**config.mk**
```make
export PLATFORM = sky130hd
export DESIGN_NAME = crc_code_scrubber_flat
export DESIGN_NICKNAME = d
export VERILOG_FILES = /design/src/rtl/crc_code_scrubber_if.sv /design/src/rtl/crc_code_scrubber.sv /design/src/flat_wrapper.sv
export SDC_FILE = /design/constraint.sdc
export NUM_CORES = 1
export LEC_CHECK = 0
export CAP_MARGIN = 30
export CORE_ASPECT_RATIO = 1.2
export CORE_MARGIN = 5
export CORE_UTILIZATION = 45
export DETAILED_ROUTE_END_ITERATION = 10
export PLACE_DENSITY = 0.71
export SYNTH_ARGS = -nofsm -noshare
export SYNTH_HDL_FRONTEND = slang
export SYNTH_SLANG_ARGS = --single-unit
```
**constraint.sdc**
```tcl
create_clock -name clk -period 2.2 [get_ports clk]
set_clock_uncertainty 0.15 [all_clocks]
set_input_delay 0.44 -clock clk [delete_from_list [all_inputs] [get_ports clk]]
set_output_delay 0.44 -clock clk [all_outputs]
set_load 0.01 [all_outputs]
```
**src/rtl/crc_code_scrubber_if.sv**
```systemverilog
`default_nettype none
// ============================================================================
//  Module      : crc_code_scrubber_if
//  Description : Control, status and memory read-port bundle for the CRC
//                code scrubber.
//                master : host/memory side (drives start, stop, mem_busy,
//                         rd_data; observes everything else)
//                slave  : scrubber side (drives rd_en, rd_addr and all
//                         scrub/error status outputs)
//  Signals     : start, stop, mem_busy, rd_en, rd_addr[ADDR_W],
//                rd_data[DATA_W+CRC_W], scrub_busy, scrub_done, err_pulse,
//                err_addr[ADDR_W], err_syndrome[CRC_W], err_count[5]
//  Revision    : 1.0 - initial release
// ============================================================================
interface crc_code_scrubber_if #(
    parameter int ADDR_W = 4,
    parameter int DATA_W = 8,
    parameter int CRC_W  = 4
);
    logic                      start;
    logic                      stop;
    logic                      mem_busy;
    logic                      rd_en;
    logic [ADDR_W-1:0]         rd_addr;
    logic [DATA_W+CRC_W-1:0]   rd_data;
    logic                      scrub_busy;
    logic                      scrub_done;
    logic                      err_pulse;
    logic [ADDR_W-1:0]         err_addr;
    logic [CRC_W-1:0]          err_syndrome;
    logic [4:0]                err_count;

    modport master (
        output start, stop, mem_busy, rd_data,
        input  rd_en, rd_addr, scrub_busy, scrub_done,
               err_pulse, err_addr, err_syndrome, err_count
    );

    modport slave (
        input  start, stop, mem_busy, rd_data,
        output rd_en, rd_addr, scrub_busy, scrub_done,
               err_pulse, err_addr, err_syndrome, err_count
    );
endinterface
`default_nettype wire

```
**src/rtl/crc_code_scrubber.sv**
```systemverilog
`default_nettype none
// ============================================================================
//  Module      : crc_code_scrubber
//  Description : Background scrubber for a CRC-4 protected word store. Walks
//                every address, reads each codeword through the shared read
//                port (yielding while mem_busy is high), recomputes the CRC
//                bit-serially MSB first and reports every word that leaves a
//                non-zero remainder.
//  Ports       : clk, rst (synchronous, active high)
//                bus (crc_code_scrubber_if.slave):
//                  in : start, stop, mem_busy, rd_data
//                  out: rd_en, rd_addr, scrub_busy, scrub_done, err_pulse,
//                       err_addr, err_syndrome, err_count
//  Options     : CRC_SCRUB_CONTINUOUS_EN - when defined the scrubber wraps
//                from the last address straight back to address 0 and keeps
//                going until stop or rst; err_count accumulates across passes.
//  Revision    : 1.0 - initial release
// ============================================================================
module crc_code_scrubber #(
    parameter int               ADDR_W = 4,
    parameter int               DATA_W = 8,
    parameter int               CRC_W  = 4,
    parameter logic [CRC_W-1:0] POLY   = 4'b0011
) (
    input  wire                 clk,
    input  wire                 rst,
    crc_code_scrubber_if.slave  bus
);
    localparam int                  c_cw       = DATA_W + CRC_W;
    localparam int                  c_cnt_w    = $clog2(c_cw);
    localparam logic [c_cnt_w-1:0]  c_last_bit = c_cnt_w'(c_cw - 1);
    localparam logic [ADDR_W-1:0]   c_addr_max = '1;
    localparam logic [4:0]          c_cnt_sat  = 5'd31;

    localparam logic [2:0] c_st_idle  = 3'd0;
    localparam logic [2:0] c_st_req   = 3'd1;
    localparam logic [2:0] c_st_capt  = 3'd2;
    localparam logic [2:0] c_st_shift = 3'd3;
    localparam logic [2:0] c_st_check = 3'd4;

    // Where the FSM goes after checking the last address.
`ifdef CRC_SCRUB_CONTINUOUS_EN
    localparam logic [2:0] c_st_after_last = c_st_req;
`else
    localparam logic [2:0] c_st_after_last = c_st_idle;
`endif

    logic [2:0]         r_state;
    logic [ADDR_W-1:0]  r_addr;
    logic [c_cw-1:0]    r_shift;
    logic [CRC_W-1:0]   r_rem;
    logic [c_cnt_w-1:0] r_bitcnt;
    logic               r_err_pulse;
    logic               r_done;
    logic [ADDR_W-1:0]  r_err_addr;
    logic [CRC_W-1:0]   r_err_syn;
    logic [4:0]         r_err_cnt;

    logic               w_fb;
    logic [CRC_W-1:0]   w_rem_next;

    // One step of the serial CRC division; the implicit x^CRC_W term of the
    // generator is represented by the feedback bit.
    assign w_fb       = r_rem[CRC_W-1] ^ r_shift[c_cw-1];
    assign w_rem_next = {r_rem[CRC_W-2:0], 1'b0} ^ (w_fb ? POLY : '0);

    // The read request must drop in the very cycle the host takes the port,
    // so it is decoded from the registered state and the live mem_busy.
    assign bus.rd_en        = (r_state == c_st_req) && !bus.mem_busy;
    assign bus.rd_addr      = r_addr;
    assign bus.scrub_busy   = (r_state != c_st_idle);
    assign bus.scrub_done   = r_done;
    assign bus.err_pulse    = r_err_pulse;
    assign bus.err_addr     = r_err_addr;
    assign bus.err_syndrome = r_err_syn;
    assign bus.err_count    = r_err_cnt;

    always_ff @(posedge clk) begin
        if (rst) begin
            r_state     <= c_st_idle;
            r_addr      <= '0;
            r_shift     <= '0;
            r_rem       <= '0;
            r_bitcnt    <= '0;
            r_err_pulse <= 1'b0;
            r_done      <= 1'b0;
            r_err_addr  <= '0;
            r_err_syn   <= '0;
            r_err_cnt   <= '0;
        end else begin
            r_err_pulse <= 1'b0;
            r_done      <= 1'b0;

            case (r_state)
                c_st_idle: begin
                    // stop outranks start while idle
                    if (bus.start && !bus.stop) begin
                        r_state    <= c_st_req;
                        r_addr     <= '0;
                        r_err_addr <= '0;
                        r_err_syn  <= '0;
                        r_err_cnt  <= '0;
                    end
                end

                c_st_req: begin
                    if (bus.stop) begin
                        r_state <= c_st_idle;
                    end else if (!bus.mem_busy) begin
                        r_state <= c_st_capt;
                    end
                end

                c_st_capt: begin
                    if (bus.stop) begin
                        r_state <= c_st_idle;
                    end else begin
                        r_shift  <= bus.rd_data;
                        r_rem    <= '0;
                        r_bitcnt <= c_last_bit;
                        r_state  <= c_st_shift;
                    end
                end

                c_st_shift: begin
                    if (bus.stop) begin
                        r_state <= c_st_idle;
                    end else begin
                        r_shift <= {r_shift[c_cw-2:0], 1'b0};
                        r_rem   <= w_rem_next;
                        if (r_bitcnt == '0) begin
                            r_state <= c_st_check;
                        end else begin
                            r_bitcnt <= r_bitcnt - 1'b1;
                        end
                    end
                end

                c_st_check: begin
                    // A stop here drops both the word report and scrub_done.
                    if (bus.stop) begin
                        r_state <= c_st_idle;
                    end else begin
                        if (r_rem != '0) begin
                            r_err_pulse <= 1'b1;
                            r_err_addr  <= r_addr;
                            r_err_syn   <= r_rem;
                            if (r_err_cnt != c_cnt_sat) begin
                                r_err_cnt <= r_err_cnt + 1'b1;
                            end
                        end
                        if (r_addr == c_addr_max) begin
                            r_done  <= 1'b1;
                            r_addr  <= '0;
                            r_state <= c_st_after_last;
                        end else begin
                            r_addr  <= r_addr + 1'b1;
                            r_state <= c_st_req;
                        end
                    end
                end

                default: begin
                    r_state <= c_st_idle;
                end
            endcase
        end
    end
endmodule
`default_nettype wire

```
**src/flat_wrapper.sv**
```systemverilog
// flat-port wrapper written by rule: the top's interface ports become plain ports
module crc_code_scrubber_flat 
#(
    parameter int               ADDR_W = 4,
    parameter int               DATA_W = 8,
    parameter int               CRC_W  = 4,
    parameter logic [CRC_W-1:0] POLY   = 4'b0011
)
  (clk, rst, bus_start, bus_stop, bus_mem_busy, bus_rd_data, bus_rd_en, bus_rd_addr, bus_scrub_busy, bus_scrub_done, bus_err_pulse, bus_err_addr, bus_err_syndrome, bus_err_count);
  crc_code_scrubber_if #(.ADDR_W(ADDR_W), .DATA_W(DATA_W), .CRC_W(CRC_W)) bus_i ();
  input  wire clk;
  input  wire rst;
  input wire logic [$bits(bus_i.start)-1:0] bus_start;
  input wire logic [$bits(bus_i.stop)-1:0] bus_stop;
  input wire logic [$bits(bus_i.mem_busy)-1:0] bus_mem_busy;
  input wire logic [$bits(bus_i.rd_data)-1:0] bus_rd_data;
  output wire logic [$bits(bus_i.rd_en)-1:0] bus_rd_en;
  output wire logic [$bits(bus_i.rd_addr)-1:0] bus_rd_addr;
  output wire logic [$bits(bus_i.scrub_busy)-1:0] bus_scrub_busy;
  output wire logic [$bits(bus_i.scrub_done)-1:0] bus_scrub_done;
  output wire logic [$bits(bus_i.err_pulse)-1:0] bus_err_pulse;
  output wire logic [$bits(bus_i.err_addr)-1:0] bus_err_addr;
  output wire logic [$bits(bus_i.err_syndrome)-1:0] bus_err_syndrome;
  output wire logic [$bits(bus_i.err_count)-1:0] bus_err_count;
  assign bus_i.start = bus_start;
  assign bus_i.stop = bus_stop;
  assign bus_i.mem_busy = bus_mem_busy;
  assign bus_i.rd_data = bus_rd_data;
  assign bus_rd_en = bus_i.rd_en;
  assign bus_rd_addr = bus_i.rd_addr;
  assign bus_scrub_busy = bus_i.scrub_busy;
  assign bus_scrub_done = bus_i.scrub_done;
  assign bus_err_pulse = bus_i.err_pulse;
  assign bus_err_addr = bus_i.err_addr;
  assign bus_err_syndrome = bus_i.err_syndrome;
  assign bus_err_count = bus_i.err_count;
  crc_code_scrubber #(.ADDR_W(ADDR_W), .DATA_W(DATA_W), .CRC_W(CRC_W), .POLY(POLY)) u_core (.clk(clk), .rst(rst), .bus(bus_i));
endmodule
```
; Word-level counts from Yosys, hierarchy flattened
; Index checks and enable logic that the tools add are counted.
[totals]
mem_count = 0
latch_bits = 0
ff_bits = 42
output_inout_bits = 21
wordCells = 85
ramBits = 0
rom_bits = 0
[op_classes]
bitwise = 3
div = 0
n_shift = 0
n_addsub = 3
reduce_logical = 17
n_eq_ne = 15
mux = 37
mul = 0
order_cmp = 0
[op_table]
columns = op, n
row1 = 4-bit 2-to-1 mux, 12
row2 = 4-bit one-hot mux with 2 select lines, 5
row3 = 12-bit 2-to-1 mux, 2
row4 = 12-bit one-hot mux with 2 select lines, 1
row5 = 5-bit 2-to-1 mux, 4
row6 = 3-bit 2-to-1 mux, 6
row7 = 3-bit one-hot mux with 5 select lines, 1
row8 = 5-bit one-hot mux with 2 select lines, 1
row9 = 3-bit AND reduction, 3
row10 = 2-bit != test (second input constant), 4
row11 = 4-bit AND reduction, 2
row12 = 3-bit by 2-bit == test with 1-bit output (second input constant), 2
row13 = 2-bit by 1-bit != test with 1-bit output (second input constant), 3
row14 = 5-bit by 1-bit adder with 5-bit output (second input constant), 1
row15 = 5-bit != test (second input constant), 1
row16 = 5-bit AND reduction, 1
row17 = 4-bit by 1-bit adder with 4-bit output (second input constant), 1
row18 = 4-bit == test (second input constant), 1
row19 = 4-bit zero test, 1
row20 = 2-bit 2-to-1 mux, 2
row21 = 2-bit nonzero test, 2
row22 = 4-bit nonzero test, 1
row23 = 4-bit by 1-bit subtractor with 4-bit output (second input constant), 1
row24 = 4-bit XOR, 1
row25 = other kinds (12), 16

; Longest topological paths before layout
[depth]
ltp_word = 5
depth_mapped = 6
depth_no_buf = 6

; Least setup slack after synthesis
; OpenSTA, ideal clock, no wires.
[synth_timing]
kind = register to register
startpoint = register u_core.r_err_cnt[0] (netlist: u_core.bus.err_count[0])
endpoint = register u_core.r_err_cnt[1] (netlist: u_core.bus.err_count[1])
required_ns = 1.933
setup_time_ns = 0.117
path_stages_with_launch = 7
path_buffers = 0
arrival_time_ns = 1.465
setup_slack_ns = 0.468
cell_sequence = dfxtp_1 > ha_1 > and3_1 > ha_1 > o21ai_1 > a21oi_1 > a22o_1
[synth_via]
elab_chain_cells = 5
elab_cells_between_ends = 8
cone_classes = 1 x add/sub / 2 x eq/ne / 4 x mux / 1 x reduce/logical
[synth_lines]
columns = item, line
row1 = start: declaration, crc_code_scrubber.sv:57  ; logic [4:0] r_err_cnt;
row2 = start signal: assignment, crc_code_scrubber.sv:149  ; r_err_cnt <= r_err_cnt + 1'b1;
row3 = 5-bit by 1-bit adder with 5-bit output, crc_code_scrubber.sv:149
row4 = 5-bit 2-to-1 mux, crc_code_scrubber.sv:148  ; if (r_err_cnt != c_cnt_sat) begin
row5 = 5-bit 2-to-1 mux, crc_code_scrubber.sv:144  ; if (r_rem != '0) begin
row6 = 5-bit 2-to-1 mux, crc_code_scrubber.sv:141  ; if (bus.stop) begin
row7 = 5-bit one-hot mux with 2 select lines, crc_code_scrubber.sv:94  ; case (r_state)
; Parallel ways exist; a longest one is shown, timed or not. The select of a mux whose other input is x is not followed.
; A chain may end at the register's enable or synchronous reset.

; Final worst setup path
[layout_timing]
startpoint = register u_core.r_state[2]
endpoint = output port bus_scrub_busy
[layout_via]
elab_chain_cells = 1
[layout_lines]
columns = item, line
row1 = start: declaration, crc_code_scrubber.sv:48  ; logic [2:0] r_state;
row2 = start signal: assignment, crc_code_scrubber.sv:80  ; r_state <= c_st_idle;
row3 = start signal: assignment, crc_code_scrubber.sv:98  ; r_state <= c_st_req;
row4 = start signal: assignment, crc_code_scrubber.sv:108  ; r_state <= c_st_idle;
row5 = 3-bit nonzero test, crc_code_scrubber.sv:71  ; assign bus.scrub_busy = (r_state != c_st_idle);
row6 = end: declaration, flat_wrapper.sv:19  ; output wire logic [$bits(bus_i.scrub_busy)-1:0] bus_scrub_busy;
; No other way between the ends.

==> key figures <==
Clock tree
  – Clk sinks: 42
  – CTS Hold Bufs: 0
  – CTS tree: yes
  – Clk_lat worst skew: 0.29 ns
  – Clk buf depth: 2
  – Post-CTS setup buffers: 0
  – Depth of the CTS H-tree: 2
  – Clock-pin slew on the worst setup and hold paths: about 0.080 ns
  – TritonCTS Buffers: 5
  – Clock root buffer: clkbuf_8

Timing
  – Crit share post-route: 0.961
  – Fmax: between 400 and 500 MHz
  – Rel. slew slack: 0.691
  – Slew Limit Fails: 0
  – WHS: about 0.31 ns
  – Slew @ Worst Pin: roughly 0.46 ns
  – RSZ-0062 raised after global routing: false
  – Hold Violations, Final: 0
  – Final setup viols: 0
  – Final min period: 2.11 ns
  – Setup_tns: 0 ns

Setup path
  – Worst path cell trace: or3_1 > clkdlybuf4s50_1
  – Critical path class: flop to output pin
  – Worst path max stage delay: slightly below 0.5 ns
  – Crit path arrival time: 1.52 ns
  – Worst EP required: about 1.6 ns
  – CP Capture Type: output pin
  – CP Max Fanout: 5
  – WP buf/inv: 1
  – CP top delay family: buffers and inverters
  – CP max-delay cell: clkdlybuf4s50_1
  – CP startpoint kind: flop

Die
  – Core Area: 4230 sq um
  – IO Pins: 38
  – Rows: 26
  – Die Y: between 80 and 90 um
  – Initial Util: 0.464
  – Die ar.: just under 6000 sq um
  – Die X: between 70 and 80 um

Power
  – Power Internal: between 1 and 1.5 mW
  – P_sw: approximately 0.32 mW
  – Design Power: around 1.5 mW
  – Worst vdd ir: 0.410 mV
  – Pleak: between 0.8 and 0.9 nW
  – Reg power frac: 0.517
  – Clk network pwr share: 0.406
  – Switching fraction of total power: 0.219
  – PwrDens: about 590 nW/um^2
  – Gate power share: 0.077

Synthesis
  – Post-synth EDFFs: 0
  – Syn nets: 242
  – Synth top area cells: dfxtp_1 43%, a21oi_1 7.4%, o221ai_1 4.9%
  – Synth Cell Area: 1960 sq um
  – Yosys warns: 0
  – Yosys reg bits: 42
  – Main flop type after synthesis: dfxtp_1
  – Distinct cell type count after synthesis: 45
  – Synth area leader: dfxtp_1
  – Seq/Total Area, Yosys: 0.429
  – Mapped Cells: 220
  – Synthesized area per cell: ~8.9 sq um
  – Async SR Flop Fraction: 0
  – Yosys top cell area share: 0.429

Layout
  – Fraction of layout cells with a size suffix above 1: 0.122
  – FF+latch area: around 840 sq um
  – # fillers: approximately 390
  – ANT cells: 0
  – Final Cell Area: approximately 2500 sq um
  – Post-Layout Cell Count: 319
  – Nets: between 200 and 300
  – Syn-to-layout area delta: 29.1%
  – Footprint of the multi-input gates: between 1000 and 1500 sq um

Drt
  – Detailed Route Iter0 Violations: 90
  – Vias per cell: approximately 5.6
  – DRT Pass-1 Iters: 4
  – DRC violations left: 0
  – DR vias: between 1500 and 2000
  – DR WL/cell: approximately 13 um
  – Final WL: roughly 4200 um
  – Post-detailed-route count of antenna-violating nets: 0

Placed design
  – Port Buffers: 37
  – Placed Area: around 2400 sq um
  – Routability congestion estimate: 0.764
  – Placed cells: roughly 310
  – Final HPWL DP: 3040 um

Global route
  – Vias in the first global route: 1628
  – Antenna violations before repair: 0
  – Met1 Use GR: 0.166
  – Largest net degree at the start of global routing: 19
  – Total track usage: 0.148
  – Grt peak-use layer: met2
  – GRT met2 Usage: 0.267
  – Grt ovf: 0
  – First-pass GRT wire length: about 7000 um
  – Met3 global-route usage: 0.0400

Status
  – Status: complete, no violations

Hold path
  – Hold Crit Class: flop to flop

Flow run
  – Max_cap viols: 0
[sequential cells by signal, summed over array words and instances (netlist names)]
name and count:
u_core.bus.err_count 5, u_core.bus.err_addr 4, u_core.bus.err_pulse 1, u_core.bus.err_syndrome 4, u_core.r_rem 4, u_core.bus.rd_addr 4
u_core.bus.scrub_done 1, u_core.r_bitcnt 4, u_core.r_state 3, u_core.r_shift 12
[power by group through the flow]
| stage | registers [mW] | logic [mW] | clock network [mW] |
|---|---|---|---|
| floorplan | 0.784 | 0.0579 | 0 |
| global placement | 0.785 | 0.114 | 0 |
| detailed placement | 0.785 | 0.115 | 0 |
| CTS | 0.767 | 0.114 | 0.624 |
| global route | 0.767 | 0.123 | 0.648 |
| finish | 0.767 | 0.114 | 0.603 |
[cell type report]
class	count	share of cell area
Multi-Input combinational cell	157	0.400
Sequential cell	42	0.332
Timing Repair Buffer	51	0.187
Tap cell	56	0.0277
Clock buffer	5	0.0272
Clock inverter	3	0.0178
Inverter	5	0.00741
[kinds of logic (layout without fill, tap and decap cells)]
logic type                 Yosys count  count (layout)  synth area share
AOI/OAI and AO/OA                   63              63             0.217
muxes                                2               2            0.0102
and+or+nand+nor                     85              85             0.249
adders and majority gates            5               5            0.0319
buffers and inverters               21              64            0.0542
DFF                                 42              42             0.429
xor gates and xnor gates             2               2           0.00893
[final timing paths]
| path | end | start | slack, ns | cells after the start |
|---|---|---|---|---|
| max reg2reg | u_core.bus.err_count[4] | u_core.bus.err_count[0] | 0.32 | 6 |
| min reg2reg | u_core.r_shift[2] | u_core.r_shift[2] | 0.31 | 2 |
| max | bus_scrub_busy | u_core.r_state[2] | 0.09 | 2 |
| min | u_core.r_shift[2] | u_core.r_shift[2] | 0.31 | 2 |
[cell usage in the layout, fill, tap and decap left out, types with 4 or more instances in the layout]
cell / count
a21oi_1: 29
a22oi_1: 4
nand2b_1: 9
ha_1: 5
clkbuf_8: 5
nor2_1: 13
nand2_1: 21
dfxtp_1: 41
nand3_1: 14
inv_1: 5
clkdlybuf4s50_1: 36
buf_4: 14
o221ai_1: 11
[timing repair]
action,in CTS,in global routing
gates cloned,0,0
hold endpoints to repair,0,0
gates resized for setup,1,1
setup endpoints to repair,1,1
[worst reg2reg max path, stage by stage, from the launching register on]
cell and delay [ns]:
dfxtp_1 0.35, ha_1 0.22, and3_1 0.19, ha_1 0.19, o21ai_1 0.33, a21oi_1 0.15, a22o_1 0.20
[synth_stat cells (4+ instances only)]
library cell and instances:
dfxtp_1 42, a21oi_1 29, nand2_1 21, nand3_1 14, nor2_1 13, o221ai_1 11, nand2b_1 9, buf_2 7
clkbuf_1 6, ha_1 5, inv_1 5, a22oi_1 4
[stage by stage]
stage,utilization,setup slack (ns)
after floorplan,-,0.468
after global placement,0.572,-0.0310
after detailed placement,0.572,-0.0540
after CTS,0.599,0.0130
after global routing,0.599,0.0304
final,0.599,0.0866
[per-layer routing]
layer,vias up,routed length (um)
met1,840,1850
li1,885,-
met2,45,2060
met5,-,0
met4,0,71
met3,8,233
(Power assumes the default switching activity.)
